--- src/rtl/instr_enc_pkg.sv ---
// Shared constants for the RV32I instruction encoder/loader: opcodes, op-bit
// indices (same ordering as the core's decoder), funct fields, FSM states and
// small bit-scatter helpers for each instruction format.
package instr_enc_pkg;

    localparam int unsigned OP_W = 37;

    // Op-bit indices of the one-hot op bus
    localparam int unsigned OP_ADD  = 0,  OP_SUB  = 1,  OP_XOR  = 2,  OP_OR   = 3;
    localparam int unsigned OP_AND  = 4,  OP_SLL  = 5,  OP_SRL  = 6,  OP_SRA  = 7;
    localparam int unsigned OP_SLT  = 8,  OP_SLTU = 9,  OP_ADDI = 10, OP_XORI = 11;
    localparam int unsigned OP_ORI  = 12, OP_ANDI = 13, OP_SLLI = 14, OP_SRLI = 15;
    localparam int unsigned OP_SRAI = 16, OP_SLTI = 17, OP_SLTIU = 18, OP_LB  = 19;
    localparam int unsigned OP_LH   = 20, OP_LW   = 21, OP_LBU  = 22, OP_LHU  = 23;
    localparam int unsigned OP_SB   = 24, OP_SH   = 25, OP_SW   = 26, OP_BEQ  = 27;
    localparam int unsigned OP_BNE  = 28, OP_BLT  = 29, OP_BGE  = 30, OP_BLTU = 31;
    localparam int unsigned OP_BGEU = 32, OP_JAL  = 33, OP_JALR = 34, OP_LUI  = 35;
    localparam int unsigned OP_AUIPC = 36;

    // Major opcodes
    localparam logic [6:0] OPC_OP     = 7'b0110011;
    localparam logic [6:0] OPC_OP_IMM = 7'b0010011;
    localparam logic [6:0] OPC_LOAD   = 7'b0000011;
    localparam logic [6:0] OPC_STORE  = 7'b0100011;
    localparam logic [6:0] OPC_BRANCH = 7'b1100011;
    localparam logic [6:0] OPC_JAL    = 7'b1101111;
    localparam logic [6:0] OPC_JALR   = 7'b1100111;
    localparam logic [6:0] OPC_LUI    = 7'b0110111;
    localparam logic [6:0] OPC_AUIPC  = 7'b0010111;

    // funct3 values (ALU, loads/stores by size, branches)
    localparam logic [2:0] F3_ADD = 3'd0, F3_SLL = 3'd1, F3_SLT = 3'd2, F3_SLTU = 3'd3;
    localparam logic [2:0] F3_XOR = 3'd4, F3_SR  = 3'd5, F3_OR  = 3'd6, F3_AND  = 3'd7;
    localparam logic [2:0] F3_B   = 3'd0, F3_H   = 3'd1, F3_W   = 3'd2;
    localparam logic [2:0] F3_BU  = 3'd4, F3_HU  = 3'd5;
    localparam logic [2:0] F3_BEQ = 3'd0, F3_BNE = 3'd1, F3_BLT = 3'd4, F3_BGE  = 3'd5;
    localparam logic [2:0] F3_BLTU = 3'd6, F3_BGEU = 3'd7;

    localparam logic [6:0] F7_BASE = 7'h00;
    localparam logic [6:0] F7_ALT  = 7'h20;

    typedef enum logic [1:0] {StIdle, StLoad, StDone} state_e;

    function automatic logic [31:0] enc_r(input logic [6:0] f7, input logic [4:0] rs2,
                                          input logic [4:0] rs1, input logic [2:0] f3,
                                          input logic [4:0] rd, input logic [6:0] opc);
        return {f7, rs2, rs1, f3, rd, opc};
    endfunction

    function automatic logic [31:0] enc_i(input logic [11:0] imm, input logic [4:0] rs1,
                                          input logic [2:0] f3, input logic [4:0] rd,
                                          input logic [6:0] opc);
        return {imm, rs1, f3, rd, opc};
    endfunction

    function automatic logic [31:0] enc_s(input logic [31:0] imm, input logic [4:0] rs2,
                                          input logic [4:0] rs1, input logic [2:0] f3);
        return {imm[11:5], rs2, rs1, f3, imm[4:0], OPC_STORE};
    endfunction

    function automatic logic [31:0] enc_b(input logic [31:0] imm, input logic [4:0] rs2,
                                          input logic [4:0] rs1, input logic [2:0] f3);
        return {imm[12], imm[10:5], rs2, rs1, f3, imm[4:1], imm[11], OPC_BRANCH};
    endfunction

    function automatic logic [31:0] enc_j(input logic [31:0] imm, input logic [4:0] rd);
        return {imm[20], imm[10:1], imm[11], imm[19:12], rd, OPC_JAL};
    endfunction

endpackage

--- src/rtl/instr_encoder_loader_if.sv ---
// Op-stream handshake, session control and IMEM write bus of the encoder/loader.
interface instr_encoder_loader_if #(
    parameter int unsigned ADDR_W = 10,
    parameter int unsigned CNT_W  = 10
);
    logic              start;
    logic [ADDR_W-1:0] base_addr;
    logic [CNT_W-1:0]  word_cnt;
    logic              in_valid;
    logic              in_ready;
    logic [36:0]       in_op;
    logic [4:0]        in_rd;
    logic [4:0]        in_rs1;
    logic [4:0]        in_rs2;
    logic [31:0]       in_imm;
    logic              imem_we;
    logic [ADDR_W-1:0] imem_addr;
    logic [31:0]       imem_wdata;
    logic              busy;
    logic              done;
    logic              err_illegal;
    logic              err_range;

    modport master (
        output start, base_addr, word_cnt, in_valid, in_op, in_rd, in_rs1, in_rs2, in_imm,
        input  in_ready, imem_we, imem_addr, imem_wdata, busy, done, err_illegal, err_range
    );

    modport slave (
        input  start, base_addr, word_cnt, in_valid, in_op, in_rd, in_rs1, in_rs2, in_imm,
        output in_ready, imem_we, imem_addr, imem_wdata, busy, done, err_illegal, err_range
    );
endinterface

--- src/rtl/instr_word_pack.sv ---
// Combinational op + fields -> RV32I word. Non-one-hot ops yield NOP_WORD and
// raise illegal_o. With INSTR_ENC_RANGE_CHECK_EN defined, range_o flags an
// immediate that does not fit its field; otherwise range_o is tied low.
module instr_word_pack
    import instr_enc_pkg::*;
#(
    parameter logic [31:0] NOP_WORD = 32'h00000013
) (
    input  logic [OP_W-1:0] op_i,
    input  logic [4:0]      rd_i,
    input  logic [4:0]      rs1_i,
    input  logic [4:0]      rs2_i,
    input  logic [31:0]     imm_i,
    output logic [31:0]     word_o,
    output logic            illegal_o,
    output logic            range_o
);

    int unsigned idx;

    assign illegal_o = ($countones(op_i) != 1);

    // Locate the set bit of a one-hot op
    always_comb begin
        idx = 0;
        for (int unsigned i = 0; i < OP_W; i++) begin
            if (op_i[i]) idx = i;
        end
    end

    // Format and field selection per op; unused register fields are zeroed
    always_comb begin
        word_o = NOP_WORD;
        if (!illegal_o) begin
            case (idx)
                OP_ADD:   word_o = enc_r(F7_BASE, rs2_i, rs1_i, F3_ADD,  rd_i, OPC_OP);
                OP_SUB:   word_o = enc_r(F7_ALT,  rs2_i, rs1_i, F3_ADD,  rd_i, OPC_OP);
                OP_XOR:   word_o = enc_r(F7_BASE, rs2_i, rs1_i, F3_XOR,  rd_i, OPC_OP);
                OP_OR:    word_o = enc_r(F7_BASE, rs2_i, rs1_i, F3_OR,   rd_i, OPC_OP);
                OP_AND:   word_o = enc_r(F7_BASE, rs2_i, rs1_i, F3_AND,  rd_i, OPC_OP);
                OP_SLL:   word_o = enc_r(F7_BASE, rs2_i, rs1_i, F3_SLL,  rd_i, OPC_OP);
                OP_SRL:   word_o = enc_r(F7_BASE, rs2_i, rs1_i, F3_SR,   rd_i, OPC_OP);
                OP_SRA:   word_o = enc_r(F7_ALT,  rs2_i, rs1_i, F3_SR,   rd_i, OPC_OP);
                OP_SLT:   word_o = enc_r(F7_BASE, rs2_i, rs1_i, F3_SLT,  rd_i, OPC_OP);
                OP_SLTU:  word_o = enc_r(F7_BASE, rs2_i, rs1_i, F3_SLTU, rd_i, OPC_OP);
                OP_ADDI:  word_o = enc_i(imm_i[11:0], rs1_i, F3_ADD,  rd_i, OPC_OP_IMM);
                OP_XORI:  word_o = enc_i(imm_i[11:0], rs1_i, F3_XOR,  rd_i, OPC_OP_IMM);
                OP_ORI:   word_o = enc_i(imm_i[11:0], rs1_i, F3_OR,   rd_i, OPC_OP_IMM);
                OP_ANDI:  word_o = enc_i(imm_i[11:0], rs1_i, F3_AND,  rd_i, OPC_OP_IMM);
                OP_SLTI:  word_o = enc_i(imm_i[11:0], rs1_i, F3_SLT,  rd_i, OPC_OP_IMM);
                OP_SLTIU: word_o = enc_i(imm_i[11:0], rs1_i, F3_SLTU, rd_i, OPC_OP_IMM);
                OP_SLLI:  word_o = enc_r(F7_BASE, imm_i[4:0], rs1_i, F3_SLL, rd_i, OPC_OP_IMM);
                OP_SRLI:  word_o = enc_r(F7_BASE, imm_i[4:0], rs1_i, F3_SR,  rd_i, OPC_OP_IMM);
                OP_SRAI:  word_o = enc_r(F7_ALT,  imm_i[4:0], rs1_i, F3_SR,  rd_i, OPC_OP_IMM);
                OP_LB:    word_o = enc_i(imm_i[11:0], rs1_i, F3_B,  rd_i, OPC_LOAD);
                OP_LH:    word_o = enc_i(imm_i[11:0], rs1_i, F3_H,  rd_i, OPC_LOAD);
                OP_LW:    word_o = enc_i(imm_i[11:0], rs1_i, F3_W,  rd_i, OPC_LOAD);
                OP_LBU:   word_o = enc_i(imm_i[11:0], rs1_i, F3_BU, rd_i, OPC_LOAD);
                OP_LHU:   word_o = enc_i(imm_i[11:0], rs1_i, F3_HU, rd_i, OPC_LOAD);
                OP_SB:    word_o = enc_s(imm_i, rs2_i, rs1_i, F3_B);
                OP_SH:    word_o = enc_s(imm_i, rs2_i, rs1_i, F3_H);
                OP_SW:    word_o = enc_s(imm_i, rs2_i, rs1_i, F3_W);
                OP_BEQ:   word_o = enc_b(imm_i, rs2_i, rs1_i, F3_BEQ);
                OP_BNE:   word_o = enc_b(imm_i, rs2_i, rs1_i, F3_BNE);
                OP_BLT:   word_o = enc_b(imm_i, rs2_i, rs1_i, F3_BLT);
                OP_BGE:   word_o = enc_b(imm_i, rs2_i, rs1_i, F3_BGE);
                OP_BLTU:  word_o = enc_b(imm_i, rs2_i, rs1_i, F3_BLTU);
                OP_BGEU:  word_o = enc_b(imm_i, rs2_i, rs1_i, F3_BGEU);
                OP_JAL:   word_o = enc_j(imm_i, rd_i);
                OP_JALR:  word_o = enc_i(imm_i[11:0], rs1_i, 3'd0, rd_i, OPC_JALR);
                OP_LUI:   word_o = {imm_i[31:12], rd_i, OPC_LUI};
                OP_AUIPC: word_o = {imm_i[31:12], rd_i, OPC_AUIPC};
                default:  word_o = NOP_WORD;
            endcase
        end
    end

`ifdef INSTR_ENC_RANGE_CHECK_EN
    logic signed [31:0] simm;
    assign simm = imm_i;

    // Flag immediates that the target field cannot represent exactly
    always_comb begin
        range_o = 1'b0;
        if (!illegal_o) begin
            if ((idx >= OP_ADDI && idx <= OP_ANDI) || (idx >= OP_SLTI && idx <= OP_SW) ||
                idx == OP_JALR) begin
                range_o = (simm < -2048) || (simm > 2047);
            end else if (idx >= OP_SLLI && idx <= OP_SRAI) begin
                range_o = (imm_i[31:5] != '0);
            end else if (idx >= OP_BEQ && idx <= OP_BGEU) begin
                range_o = (simm < -4096) || (simm > 4094) || imm_i[0];
            end else if (idx == OP_JAL) begin
                range_o = (simm < -1048576) || (simm > 1048574) || imm_i[0];
            end else if (idx == OP_LUI || idx == OP_AUIPC) begin
                range_o = (imm_i[11:0] != '0);
            end
        end
    end
`else
    assign range_o = 1'b0;
`endif

endmodule

--- src/rtl/instr_encoder_loader.sv ---
// Session FSM that accepts decoded ops, encodes them via instr_word_pack and
// writes them to consecutive IMEM word addresses one cycle after each accept.
// Optional immediate range checking is enabled by INSTR_ENC_RANGE_CHECK_EN.
module instr_encoder_loader
    import instr_enc_pkg::*;
#(
    parameter int unsigned ADDR_W   = 10,
    parameter int unsigned CNT_W    = 10,
    parameter logic [31:0] NOP_WORD = 32'h00000013
) (
    input logic                  clk,
    input logic                  reset,
    instr_encoder_loader_if.slave bus
);

    state_e            state_q, state_d;
    logic [ADDR_W-1:0] addr_q, addr_d;
    logic [CNT_W-1:0]  remaining_q, remaining_d;
    logic              we_q, we_d;
    logic [ADDR_W-1:0] waddr_q, waddr_d;
    logic [31:0]       wdata_q, wdata_d;
    logic              err_ill_q, err_ill_d;
    logic              err_rng_q, err_rng_d;

    logic [31:0] word;
    logic        illegal;
    logic        range_bad;
    logic        accept;

    instr_word_pack #(
        .NOP_WORD (NOP_WORD)
    ) u_pack (
        .op_i      (bus.in_op),
        .rd_i      (bus.in_rd),
        .rs1_i     (bus.in_rs1),
        .rs2_i     (bus.in_rs2),
        .imm_i     (bus.in_imm),
        .word_o    (word),
        .illegal_o (illegal),
        .range_o   (range_bad)
    );

    assign bus.in_ready = (state_q == StLoad) && (remaining_q != '0);
    assign accept       = bus.in_valid && bus.in_ready;

    // Next-state: session control, address/count tracking, write register, sticky errors
    always_comb begin
        state_d     = state_q;
        addr_d      = addr_q;
        remaining_d = remaining_q;
        we_d        = 1'b0;
        waddr_d     = waddr_q;
        wdata_d     = wdata_q;
        err_ill_d   = err_ill_q;
        err_rng_d   = err_rng_q;
        unique case (state_q)
            StIdle: begin
                if (bus.start) begin
                    addr_d      = bus.base_addr;
                    remaining_d = bus.word_cnt;
                    err_ill_d   = 1'b0;
                    err_rng_d   = 1'b0;
                    state_d     = (bus.word_cnt == '0) ? StDone : StLoad;
                end
            end
            StLoad: begin
                if (accept) begin
                    we_d        = 1'b1;
                    waddr_d     = addr_q;
                    wdata_d     = word;
                    addr_d      = addr_q + ADDR_W'(1);  // wraps modulo 2^ADDR_W
                    remaining_d = remaining_q - CNT_W'(1);
                    err_ill_d   = err_ill_q | illegal;
                    err_rng_d   = err_rng_q | range_bad;
                    if (remaining_q == CNT_W'(1)) state_d = StDone;
                end
            end
            StDone:  state_d = StIdle;
            default: state_d = StIdle;
        endcase
    end

    // State and output registers with synchronous reset
    always_ff @(posedge clk) begin
        if (reset) begin
            state_q     <= StIdle;
            addr_q      <= '0;
            remaining_q <= '0;
            we_q        <= 1'b0;
            waddr_q     <= '0;
            wdata_q     <= '0;
            err_ill_q   <= 1'b0;
            err_rng_q   <= 1'b0;
        end else begin
            state_q     <= state_d;
            addr_q      <= addr_d;
            remaining_q <= remaining_d;
            we_q        <= we_d;
            waddr_q     <= waddr_d;
            wdata_q     <= wdata_d;
            err_ill_q   <= err_ill_d;
            err_rng_q   <= err_rng_d;
        end
    end

    assign bus.imem_we     = we_q;
    assign bus.imem_addr   = waddr_q;
    assign bus.imem_wdata  = wdata_q;
    assign bus.busy        = (state_q != StIdle);
    assign bus.done        = (state_q == StDone);
    assign bus.err_illegal = err_ill_q;
    assign bus.err_range   = err_rng_q;

endmodule

--- src/flat_wrapper.sv ---
// flat-port wrapper written by rule: the top's interface ports become plain ports
module instr_encoder_loader_flat import instr_enc_pkg::*;
#(
    parameter int unsigned ADDR_W   = 10,
    parameter int unsigned CNT_W    = 10,
    parameter logic [31:0] NOP_WORD = 32'h00000013
)
  (clk, reset, bus_start, bus_base_addr, bus_word_cnt, bus_in_valid, bus_in_op, bus_in_rd, bus_in_rs1, bus_in_rs2, bus_in_imm, bus_in_ready, bus_imem_we, bus_imem_addr, bus_imem_wdata, bus_busy, bus_done, bus_err_illegal, bus_err_range);
  instr_encoder_loader_if #(.ADDR_W(ADDR_W), .CNT_W(CNT_W)) bus_i ();
  input logic clk;
  input logic reset;
  input wire logic [$bits(bus_i.start)-1:0] bus_start;
  input wire logic [$bits(bus_i.base_addr)-1:0] bus_base_addr;
  input wire logic [$bits(bus_i.word_cnt)-1:0] bus_word_cnt;
  input wire logic [$bits(bus_i.in_valid)-1:0] bus_in_valid;
  input wire logic [$bits(bus_i.in_op)-1:0] bus_in_op;
  input wire logic [$bits(bus_i.in_rd)-1:0] bus_in_rd;
  input wire logic [$bits(bus_i.in_rs1)-1:0] bus_in_rs1;
  input wire logic [$bits(bus_i.in_rs2)-1:0] bus_in_rs2;
  input wire logic [$bits(bus_i.in_imm)-1:0] bus_in_imm;
  output wire logic [$bits(bus_i.in_ready)-1:0] bus_in_ready;
  output wire logic [$bits(bus_i.imem_we)-1:0] bus_imem_we;
  output wire logic [$bits(bus_i.imem_addr)-1:0] bus_imem_addr;
  output wire logic [$bits(bus_i.imem_wdata)-1:0] bus_imem_wdata;
  output wire logic [$bits(bus_i.busy)-1:0] bus_busy;
  output wire logic [$bits(bus_i.done)-1:0] bus_done;
  output wire logic [$bits(bus_i.err_illegal)-1:0] bus_err_illegal;
  output wire logic [$bits(bus_i.err_range)-1:0] bus_err_range;
  assign bus_i.start = bus_start;
  assign bus_i.base_addr = bus_base_addr;
  assign bus_i.word_cnt = bus_word_cnt;
  assign bus_i.in_valid = bus_in_valid;
  assign bus_i.in_op = bus_in_op;
  assign bus_i.in_rd = bus_in_rd;
  assign bus_i.in_rs1 = bus_in_rs1;
  assign bus_i.in_rs2 = bus_in_rs2;
  assign bus_i.in_imm = bus_in_imm;
  assign bus_in_ready = bus_i.in_ready;
  assign bus_imem_we = bus_i.imem_we;
  assign bus_imem_addr = bus_i.imem_addr;
  assign bus_imem_wdata = bus_i.imem_wdata;
  assign bus_busy = bus_i.busy;
  assign bus_done = bus_i.done;
  assign bus_err_illegal = bus_i.err_illegal;
  assign bus_err_range = bus_i.err_range;
  instr_encoder_loader #(.ADDR_W(ADDR_W), .CNT_W(CNT_W), .NOP_WORD(NOP_WORD)) u_core (.clk(clk), .reset(reset), .bus(bus_i));
endmodule
--- config.mk ---
export PLATFORM = sky130hd
export DESIGN_NAME = instr_encoder_loader_flat
export DESIGN_NICKNAME = d
export VERILOG_FILES = /design/src/rtl/instr_enc_pkg.sv /design/src/rtl/instr_encoder_loader_if.sv /design/src/rtl/instr_word_pack.sv /design/src/rtl/instr_encoder_loader.sv /design/src/flat_wrapper.sv
export SDC_FILE = /design/constraint.sdc
export NUM_CORES = 1
export LEC_CHECK = 0
export ABC_AREA = 1
export BUFFER_PORTS_ARGS = -buffer_cell sky130_fd_sc_hd__buf_2
export CORE_MARGIN = 3
export CORE_UTILIZATION = 61
export CTS_CLUSTER_DIAMETER = 100
export DETAILED_ROUTE_END_ITERATION = 6
export PLACE_DENSITY = 0.92
export SYNTH_ARGS = -nofsm -noshare
export SYNTH_HDL_FRONTEND = slang
export SYNTH_HIERARCHICAL = 1
export SYNTH_SLANG_ARGS = --single-unit
--- constraint.sdc ---
create_clock -name clk -period 10.1 [get_ports clk]
set_input_delay 1.515 -clock clk [delete_from_list [all_inputs] [get_ports clk]]
set_output_delay 1.515 -clock clk [all_outputs]
set_load 0.005 [all_outputs]
==> results of run 1 <==
==> registers in the layout, indices dropped and copies added (netlist names) <==
signal,count
u_core/bus.imem_we,1
u_core/remaining_q,10
u_core/bus.err_illegal,1
u_core/addr_q,10
u_core/state_q,2
u_core/bus.imem_wdata,32
u_core/bus.err_range,1
u_core/bus.imem_addr,10
==> power by group <==
part	internal [W]	switching, W
clock	0.000196	0.000111
combinational	0.000233	0.000388
sequential	0.000289	0.0000239
total	0.000719	0.000523
==> placed cells by master, fill, tap and decap left out, types with 8 or more instances in the layout <==
| cell type | count |
|---|---|
| nand2_1 | 330 |
| nor2_1 | 156 |
| buf_2 | 155 |
| inv_1 | 147 |
| nand3_1 | 123 |
| a21oi_1 | 115 |
| dfxtp_1 | 67 |
| nand4_1 | 35 |
| fa_1 | 29 |
| o21ai_0 | 24 |
| inv_2 | 12 |
| ha_1 | 10 |
| clkbuf_16 | 9 |
| nand2_2 | 8 |
==> critical path, cell delays in order <==
cell and delay, ns:
buf_2 0.12, fa_1 0.50, fa_1 0.52, inv_1 0.05, fa_1 0.48, inv_1 0.06, fa_1 0.47, fa_1 0.49
inv_1 0.05, fa_1 0.45, fa_1 0.38, inv_1 0.10, fa_1 0.39, or4_1 0.53, nor4_1 0.18, nand2_1 0.54
clkinv_1 0.39, o21ai_0 0.13, inv_1 0.07, nand3_1 0.06, a21oi_1 0.18
==> routing by layer <==
metal | wire length [µm] | vias up
met3 | 2350 | 59
li1 | - | 4048
met1 | 9100 | 3592
met5 | 0 | -
met4 | 638 | 0
met2 | 9690 | 471
==> stage by stage <==
step | cells | area [µm²] | power [W] | setup WS (ns)
global route | 1457 | 8100 | 0.00135 | 2.30
detailed placement | 1442 | 7810 | 0.000922 | 2.43
finish | 1457 | 8100 | 0.00124 | 2.67
CTS | 1457 | 8100 | 0.00124 | 2.66
floorplan | 1195 | 7120 | 0.000784 | 3.34
global placement | 1442 | 7810 | 0.000906 | 2.53
==> area by class of cell <==
cell class	instances	area, µm²	area share, %
multi-input combinational	912	4880	60.2
sequential	67	1340	16.6
timing repair buffer	157	791	9.76
inverter	166	626	7.72
clock buffer	11	243	3.00
tap	140	175	2.16
clock inverter	4	51.3	0.633
==> Yosys cell counts (2+ instances only) <==
library cell  number
a21oi_2            4
conb_1             2
nand3_4            3
buf_1              8
clkbuf_1          16
dfxtp_1           67
or2_2              2
clkinv_1           6
nor4_1             4
nand2_1          330
fa_1              29
nand4_2            2
a31oi_1            5
nor2_2             7
nand3_2            5
nand3_1          123
inv_2             12
o21ai_1            5
nor3_1             6
buf_6              7
nor2_1           156
nand4_1           35
buf_2             11
nor2_8             3
inv_1            147
o21ai_0           24
nand2_2            8
ha_1              10
xor2_1             2
nor2_4             6
nand2_4            7
buf_4              7
a21oi_1          115
o21bai_4           2
==> kinds of logic (layout without fill, tap and decap cells) <==
logic type | count (synthesis) | in the layout | synth area share, %
XOR/XNOR | 2 | 2 | 0.246
AND/OR/NAND/NOR | 702 | 702 | 45.2
flip-flops | 67 | 67 | 18.8
multiplexers | 1 | 1 | 0.141
buffers and inverters | 216 | 338 | 12.7
adder cells (fa/ha/maj) | 39 | 39 | 9.91
AO/OA/AOI/OAI | 165 | 165 | 12.8
other | 2 | 3 | 0.105
==> worst paths after layout <==
kind,to,cells after the start
max reg2reg,u_core/bus.imem_addr[7]$_SDFFE_PP0P_,6
max,u_core/bus.imem_wdata[6]$_SDFFE_PP0P_,21
min reg2reg,u_core/bus.imem_addr[1]$_SDFFE_PP0P_,2
min,u_core/bus.imem_addr[1]$_SDFFE_PP0P_,2
==> run summary, run 1 <==
outcome - complete, but fails checks
failing checks - DRC
period utilisation layout - 73.6%
WS Path Type - input pin to register
Worst setup EP type - register
CTS tree - built
Max clock buf depth - 2
Post-CTS Setup Inserts - 0
WP data arrival - 7.68 ns
via count - 8170
total grt overflow - 0
share of layout cells above drive strength 1 - 17.9%
CP startpoint kind - input pin
area of the core region - 0.0111 mm²
hold slack - 0.460 ns
Max Slew Vio Count - 0
clk sinks - 67
FF-to-FF Start - u_core/state_q[1]$_SDFFE_PP0P_
total wire length - 21800 µm
Die Wd - 114 µm
# fillers - 1005
FFs w/ async S/R, synth - 0%
initial antenna violation count - 0
Layout Skew - 0.00521 ns
DRT antenna net count - 0
crit-path max FO - 23
synthesis-stage register bit count - 67
syn avg cell area - 5.96 µm²
CTS Buf Count - 9
Hold Startpoint - u_core/bus.imem_addr[1]$_SDFFE_PP0P_
MaxCap Viol Count - 0
Worst VDD drop - 150 µV
TNS Setup - 0 ns
Synth area leaders - dfxtp_1 (19%), nand2_1 (17%), nand3_1 (8.6%), nor2_1 (8.2%), fa_1 (8.2%)
Ys Warns - 6
GR peak layer - met2
Clk pin slew, worst setup/hold paths - 0.05 ns
DR DRC count - 3
Starting Density - 64.0%
Fin. Hold Viols - 0
Synth Flop Type - dfxtp_1
WP data required - 10.34 ns
DP Wirelength - 16000 µm
Final nets - 1460
cts hold-fix bufs - 0
area leader, netlist - dfxtp_1
worst min path class - register to register
Setup Viol. Count Final - 0
R2R Setup Slk - 7.52 ns
largest net degree at the start of global routing - 48
Fmax - 0.135 GHz
drt wl/cell - 14.9 µm
Port Buf Inserts - 155
fin crit period - 7.43 ns
Netlist cell types - 52
H-tree levels - 3
Pleak - 4.32 nW
I/O pins - 156
diode count - 0
vias in the first global route - 7311
slew margin rel. - 34.6%
Post-synth EDFFs - 0
PD cells - 153 mW/mm²
Die H - 114 µm
clk_lat worst skew - 0.33 ns
global-route track usage on met1 - 45.9%
root buffer cell - clkbuf_16
met3 usage - 6.21%
grt met2 use - 50.4%
vias per inst - 5.61
RSZ-0062 raised after global routing - false
crit path launch - bus_in_op[23]
Slew @ Worst Pin - 0.980 ns
top-area cell type share of the netlist area - 18.8%
Synth Cell Area - 0.00712 mm²
FP Rows - 38
PostCTS Resize Cnt - 0
drt first pass iters - 7
P&R area growth vs syn - 13.8%
DRT iter0 DRCs - 1109
Final Util - 72.8%
sequential-to-total area share from yosys stat - 18.8%
global-route wire length before repair - 34700 µm
Final Wtd Congestion - 1.01
Tot GR Track Use - 32.7%
Die ar. - 0.0130 mm²
Mapped Cells - 1194
Note: power is estimated with default switching activity, not from simulation.
==> run 2, diff against run 1 <==
Settings changed: CORE_UTILIZATION 61 to 51, PLACE_DENSITY 0.92 to 0.83.
Clock period 10.1 ns to 6.5 ns, I/O delays scaled along.
==> run 2 against run 1 <==
Sequential share of layout area is 0.31 points lower. Clock skew hardly changed. The flow now finishes without violations. Register-to-register slack worse by 3.5 ns. Critical path type unchanged. Flip-flop and latch count stayed put.
==> run summary, run 2 (same netlist as run 1, synthesis figures left out) <==
outcome - finished clean (was complete, but fails checks)
Die H - 124 µm (was 114 µm)
DRT iter0 DRCs - 749 (was 1109)
share of layout cells above drive strength 1 - 18.9% (was 17.9%)
area of the core region - 0.0135 mm² (was 0.0111 mm²)
P&R area growth vs syn - 15.9% (was 13.8%)
FP Rows - 42 (was 38)
clk_lat worst skew - 0.33 ns (about the same)
total grt overflow - 0 (unchanged)
drt first pass iters - 5 (was 7)
Fin. Hold Viols - 0 (unchanged)
Final Wtd Congestion - 0.984 (was 1.01)
Port Buf Inserts - 155 (unchanged)
Clk pin slew, worst setup/hold paths - 0.05 ns (about the same)
WP data arrival - 6.49 ns (was 7.68 ns)
largest net degree at the start of global routing - 48 (unchanged)
TNS Setup - 0 ns (unchanged)
R2R Setup Slk - 3.99 ns (was 7.52 ns)
Setup Viol. Count Final - 0 (unchanged)
period utilisation layout - 95.9%
clk sinks - 67 (unchanged)
Die ar. - 0.0154 mm² (was 0.0130 mm²)
global-route wire length before repair - 35200 µm (was 34700 µm)
worst min path class - register to register (unchanged)
Layout Skew - 0.00537 ns (was 0.00521 ns)
filler-free cell count of the finished design - 1506 (was 1457)
Pleak - 4.38 nW (was 4.32 nW)
cts hold-fix bufs - 0 (unchanged)
vias in the first global route - 7400 (was 7311)
CTS tree - built (unchanged)
dpl cells - 1490 (was 1442)
Worst VDD drop - 190 µV (was 150 µV)
Final nets - 1473 (was 1460)
DR DRC count - 0 (was 3)
root buffer cell - clkbuf_16 (unchanged)
total power - 0.00198 W (was 0.00124 W)
Starting Density - 52.9% (was 64.0%)
crit-path max FO - 16 (was 23)
RSZ-0062 raised after global routing - false (unchanged)
WS Path Type - input pin to register (unchanged)
H-tree levels - 3 (unchanged)
Max clock buf depth - 2 (unchanged)
DRT antenna net count - 0 (unchanged)
diode count - 0 (unchanged)
slew margin rel. - 31.6% (was 34.6%)
total wire length - 21800 µm (about the same)
CTS Buf Count - 9 (unchanged)
max reg flops - 32 (unchanged)
fin crit period - 6.23 ns
MaxCap Viol Count - 0 (unchanged)
Slew @ Worst Pin - 1.02 ns (was 0.980 ns)
via count - 8206 (was 8170)
Max Slew Vio Count - 0 (unchanged)
drt wl/cell - 14.5 µm (was 14.9 µm)
I/O pins - 156 (unchanged)
Tot GR Track Use - 28.3% (was 32.7%)
commonest non-fill, non-tap cell in the layout - nand2_1 (unchanged)
R2R depth - 6 (unchanged)
PD cells - 239 mW/mm² (was 153 mW/mm²)
CP startpoint kind - input pin (unchanged)
most frequent cells in the layout - nand2_1 (329), nor2_1 (156), buf_2 (155) (was nand2_1 (330), nor2_1 (156), buf_2 (155))
hold path depth - 2 (unchanged)
WP data required - 6.75 ns (was 10.34 ns)
PostCTS Resize Cnt - 0 (unchanged)
Die Wd - 124 µm (was 114 µm)
Worst setup EP type - register (unchanged)
DP Wirelength - 16600 µm (was 16000 µm)
vias per inst - 5.45 (was 5.61)
initial antenna violation count - 0 (unchanged)
Post-CTS Setup Inserts - 0 (unchanged)
Fmax - 0.160 GHz
==> run 2: where the power goes <==
part           internal, W  switching [W]  leakage (nW)
Sequential        0.000450      0.0000359         0.546
Combinational     0.000406       0.000627          3.70
Clock             0.000287       0.000170         0.135
==> run 2: worst max-delay path, stage by stage <==
cell	delay [ns]
buf_2	0.12
fa_1	0.55
inv_1	0.05
fa_1	0.49
fa_1	0.44
fa_1	0.50
inv_1	0.06
fa_1	0.50
inv_1	0.05
fa_1	0.45
fa_1	0.38
inv_2	0.08
fa_1	0.37
or4_1	0.53
nor4_2	0.18
nand2_2	0.18
buf_12	0.19
a21oi_1	0.14
nand3_1	0.10
a21oi_1	0.16
==> run 2: metrics by stage <==
step	hold WS [ns]	util [%]	setup WS, ns	instance area [µm²]
after floorplan	0.447	-	0.283	7120
after global placement	0.441	59.1	-0.0186	7960
after detailed placement	0.443	59.1	-0.117	7960
after CTS	0.453	61.2	0.203	8240
after global routing	0.468	61.4	0.0245	8260
final	0.455	61.4	0.267	8260
==> run 2: per-layer routing <==
| layer | wire [µm] | vias to the layer above | track usage, % |
|---|---|---|---|
| li1 | - | 4071 | - |
| met1 | 9560 | 3687 | 38.9 |
| met2 | 9580 | 391 | 43.8 |
| met3 | 2030 | 57 | 5.72 |
| met4 | 651 | 0 | 10.5 |
| met5 | 0 | - | 0 |
==> run 2: final timing paths <==
kind	endpoint	from
hold reg to reg	u_core/bus.err_illegal$_SDFFE_PP0P_	u_core/bus.err_illegal$_SDFFE_PP0P_
setup reg to reg	u_core/bus.imem_wdata[9]$_SDFFE_PP0P_	u_core/state_q[1]$_SDFFE_PP0P_
hold / removal	u_core/bus.err_illegal$_SDFFE_PP0P_	u_core/bus.err_illegal$_SDFFE_PP0P_
setup / recovery	u_core/bus.imem_wdata[27]$_SDFFE_PP0P_	bus_in_op[29]
==> run 2: layout make-up <==
cell class                      count  area (µm²)
Timing Repair Buffer              169         893
Multi-Input combinational cell    912        4880
Inverter                          166         629
Fill cell                        1389        5200
Clock inverter                      1        7.51
Sequential cell                    67        1340
Timing Repair inverter              1        5.00
Tap cell                          176         220
Clock buffer                       14         274
==> run 3, diff against run 2 <==
Settings changed: CTS_CLUSTER_SIZE set to 16, SYNTH_HIERARCHICAL 1 to unset.
==> run 3 against run 2 <==
Sequential power shrank 0.8%. Via count shrank 6.0%. Cell area shrank 3.8%. Setup slack gained 0.17 ns. Flip-flop and latch count shrank 2. Sequential share of layout area grew 0.14 points. Largest cell class unchanged. Largest power group unchanged.
==> run summary, run 3 <==
outcome - finished clean (unchanged)
Final Wtd Congestion - 1.00 (was 0.984)
R2R Setup Slk - 3.13 ns (was 3.99 ns)
CP delay by family, top - adder cells (unchanged)
Clk pin slew, worst setup/hold paths - 0.05 ns (about the same)
area of the core region - 0.0128 mm² (was 0.0135 mm²)
global-route wire length before repair - 32500 µm (was 35200 µm)
clk_lat worst skew - 0.33 ns (about the same)
CTS tree - built (unchanged)
worst reg2reg path endpoint - u_core.remaining_q[7]$_SDFFE_PP0P_ (was u_core/bus.imem_wdata[9]$_SDFFE_PP0P_)
Worst VDD drop - 160 µV (was 190 µV)
Fmax - 0.165 GHz (was 0.160 GHz)
commonest non-fill, non-tap cell in the layout - nand2_1 (unchanged)
FP Rows - 41 (was 42)
Hold Startpoint - u_core.bus.imem_wdata[16]$_SDFFE_PP0P_ (was u_core/bus.err_illegal$_SDFFE_PP0P_)
syn nets - 1262
via count - 7711 (was 8206)
Synth area leaders - dfxtp_1 (19%), nand2_1 (18%), fa_1 (8.5%), nand3_1 (7.7%), nor2_1 (6.7%) (was dfxtp_1 (19%), nand2_1 (17%), nand3_1 (8.6%), nor2_1 (8.2%), fa_1 (8.2%))
pre-CTS WS - 0.0840 ns (was -0.117 ns)
DRT iter0 DRCs - 644 (was 749)
PD cells - 237 mW/mm² (was 239 mW/mm²)
CP startpoint kind - input pin (unchanged)
cell with the most instances after synthesis - nand2_1 (unchanged)
worst path cell trace - buf_2 > ha_1 > inv_1 > fa_1 > inv_1 > fa_1 > fa_1 > fa_1 > fa_1 > inv_1 > fa_1 > inv_1 > ha_1 > fa_1 > nor4_1 > nor3b_1 > nand2_1 > inv_1 > buf_12 > nand2_1 > a21oi_1 (was buf_2 > fa_1 > inv_1 > fa_1 > fa_1 > fa_1 > inv_1 > fa_1 > inv_1 > fa_1 > fa_1 > inv_2 > fa_1 > or4_1 > nor4_2 > nand2_2 > buf_12 > a21oi_1 > nand3_1 > a21oi_1)
max reg flops - 31 (was 32)
synthesis-stage register bit count - 65 (was 67)
MaxCap Viol Count - 0 (unchanged)
I/O pins - 156 (unchanged)
Netlist cell types - 52 (unchanged)
CP max stage cell - fa_1 (unchanged)
cts hold-fix bufs - 0 (unchanged)
Final nets - 1378 (was 1473)
FFs w/ async S/R, synth - 0% (unchanged)
Setup Viol. Count Final - 0 (unchanged)
Ys Warns - 0 (was 6)
DRT antenna net count - 0 (unchanged)
share of layout cells above drive strength 1 - 19.2% (was 18.9%)
Max Slew Vio Count - 0 (unchanged)
Port Buf Inserts - 154 (was 155)
Die ar. - 0.0148 mm² (was 0.0154 mm²)
initial antenna violation count - 0 (unchanged)
total grt overflow - 0 (unchanged)
filler-free cell count of the finished design - 1404 (was 1506)
Die Wd - 122 µm (was 124 µm)
R2R depth - 14 (was 6)
storage element area - 0.00130 mm² (was 0.00134 mm²)
WS Path Type - input pin to register (unchanged)
RSZ-0062 raised after global routing - false (unchanged)
Tot GR Track Use - 26.6% (was 28.3%)
area leader, netlist - dfxtp_1 (unchanged)
drt first pass iters - 6 (was 5)
DP Wirelength - 14500 µm (was 16600 µm)
P&R area growth vs syn - 16.5% (was 15.9%)
TNS Setup - 0 ns (unchanged)
vias in the first global route - 6820 (was 7400)
Pleak - 4.15 nW (was 4.38 nW)
Max clock buf depth - 2 (unchanged)
crit-path max FO - 27 (was 16)
Fin. Hold Viols - 0 (unchanged)
top-area cell type share of the netlist area - 19.1% (was 18.8%)
largest net degree at the start of global routing - 70 (was 48)
area of the multi-input gates - 0.00479 mm² (was 0.00488 mm²)
Post-CTS Setup Inserts - 0 (unchanged)
Post-synth EDFFs - 0 (unchanged)
WP data required - 6.75 ns (about the same)
Worst setup EP type - register (unchanged)
Post-synth top cells - nand2_1 (324), nor2_1 (121), inv_1 (113) (was nand2_1 (330), nor2_1 (156), inv_1 (147))
vias per inst - 5.49 (was 5.45)
hold path depth - 2 (unchanged)
Synth Cell Area - 0.00681 mm² (was 0.00712 mm²)
Starting Density - 53.1% (was 52.9%)
DR DRC count - 0 (unchanged)
CTS Buf Count - 9 (unchanged)
Design Area, Final - 0.00794 mm² (was 0.00826 mm²)
# fillers - 1231 (was 1389)
Synth Flop Type - dfxtp_1 (unchanged)
slew margin rel. - 42.8% (was 31.6%)
worst min path class - register to register (unchanged)
PostCTS Resize Cnt - 0 (unchanged)
Hold EP - u_core.bus.imem_wdata[16]$_SDFFE_PP0P_ (was u_core/bus.err_illegal$_SDFFE_PP0P_)
clk sinks - 65 (was 67)
Layout Skew - 0.00510 ns (was 0.00537 ns)
Die H - 122 µm (was 124 µm)
CP dominant cell by count - fa_1 (unchanged)
H-tree levels - 3 (unchanged)
FF-to-FF Start - u_core.state_q[0]$_SDFFE_PP0P_ (was u_core/state_q[1]$_SDFFE_PP0P_)
dpl cells - 1390 (was 1490)
most frequent cells in the layout - nand2_1 (324), buf_2 (154), nor2_1 (120) (was nand2_1 (329), nor2_1 (156), buf_2 (155))
Post-DP Area - 0.00764 mm² (was 0.00796 mm²)
Mapped Cells - 1113 (was 1194)
diode count - 0 (unchanged)
WP data arrival - 6.31 ns (was 6.49 ns)
total wire length - 19700 µm (was 21800 µm)
Worst Path Buf+Inv - 7 (was 6)
syn avg cell area - 6.12 µm² (was 5.96 µm²)
period utilisation layout - 93.3% (was 95.9%)
Slew @ Worst Pin - 0.859 ns (was 1.02 ns)
slowest stage delay, CP - 0.50 ns (was 0.55 ns)
root buffer cell - clkbuf_16 (unchanged)
setup ws final - 0.439 ns (was 0.267 ns)
drt wl/cell - 14.0 µm (was 14.5 µm)
sequential-to-total area share from yosys stat - 19.1% (was 18.8%)
fin crit period - 6.06 ns (was 6.23 ns)
run 3: cell type report:
type	instances	area share, %
clock buffers	10	2.88
flip-flops and latches	65	16.4
repair buffers	165	10.9
well taps	172	2.71
multi-input cells	863	60.3
clock inverters	4	0.883
inverters	125	5.91
run 3: kinds of logic (layout without fill, tap and decap cells):
group	after synthesis	in the layout	share of synthesized area (%)
DFF	65	65	19.1
AOI/OAI and AO/OA	139	139	12.2
adders and majority gates	41	41	10.7
xor gates and xnor gates	6	6	0.771
and+or+nand+nor	671	671	45.5
other	1	1	0.0550
buffers and inverters	185	304	10.8
muxes	5	5	0.826
run 3: worst max-delay path by stage:
| stage | start | endpoint | slack (ns) | cells past startpoint |
|---|---|---|---|---|
| 4_1_cts | bus_in_op[1] | u_core.bus.imem_wdata[7]$_SDFFE_PP0P_ | 0.41 | 21 |
| 5_1_grt | bus_in_op[1] | u_core.bus.imem_wdata[14]$_SDFFE_PP0P_ | 0.15 | 21 |
| 6_report | bus_in_op[1] | u_core.bus.imem_wdata[7]$_SDFFE_PP0P_ | 0.44 | 21 |
| 3_3_place_gp | bus_in_op[1] | u_core.bus.imem_wdata[10]$_SDFFE_PP0P_ | 0.14 | 21 |
| 2_1_floorplan | bus_in_op[0] | u_core.bus.imem_wdata[28]$_SDFFE_PP0P_ | 0.53 | 21 |
| 3_5_place_dp | bus_in_op[1] | u_core.bus.imem_wdata[7]$_SDFFE_PP0P_ | 0.08 | 21 |
run 3: routing by layer:
layer | vias to the layer above | part of all wire, % | GRT usage (%) | routed length (µm)
met5 | - | 0 | 0 | 0
met4 | 0 | 1.8 | 6.51 | 356
met3 | 33 | 7.4 | 4.92 | 1470
met2 | 328 | 48 | 44.2 | 9520
met1 | 3487 | 42 | 35.9 | 8380
li1 | 3863 | - | - | -
run 3: stage by stage:
step / hold WS [ns] / util [%] / total power, W
after floorplan: 0.462 / - / 0.00113
after global placement: 0.451 / 59.6 / 0.00134
after detailed placement: 0.458 / 59.6 / 0.00139
after CTS: 0.466 / 61.9 / 0.00189
after global routing: 0.481 / 61.9 / 0.00206
final: 0.461 / 61.9 / 0.00188
run 3: worst register-to-register path: stages, from the launching register on:
cell and delay [ns]:
dfxtp_1 0.43, inv_1 0.10, nor2_1 0.14, inv_1 0.34, a21oi_1 0.41, nand2_1 0.10, buf_4 0.26, inv_1 0.44
nor2_1 0.14, nor3_2 0.19, buf_4 0.32, o21ai_0 0.16, nand2_1 0.07, o21ai_0 0.07, a21oi_1 0.12
run 3: where the power goes:
| group | total [W] | switching (W) | internal, W |
|---|---|---|---|
| sequential | 0.000481 | 0.0000354 | 0.000445 |
| combinational | 0.000905 | 0.000537 | 0.000368 |
| clock | 0.000494 | 0.000164 | 0.000329 |
| total | 0.00188 | 0.000736 | 0.00114 |
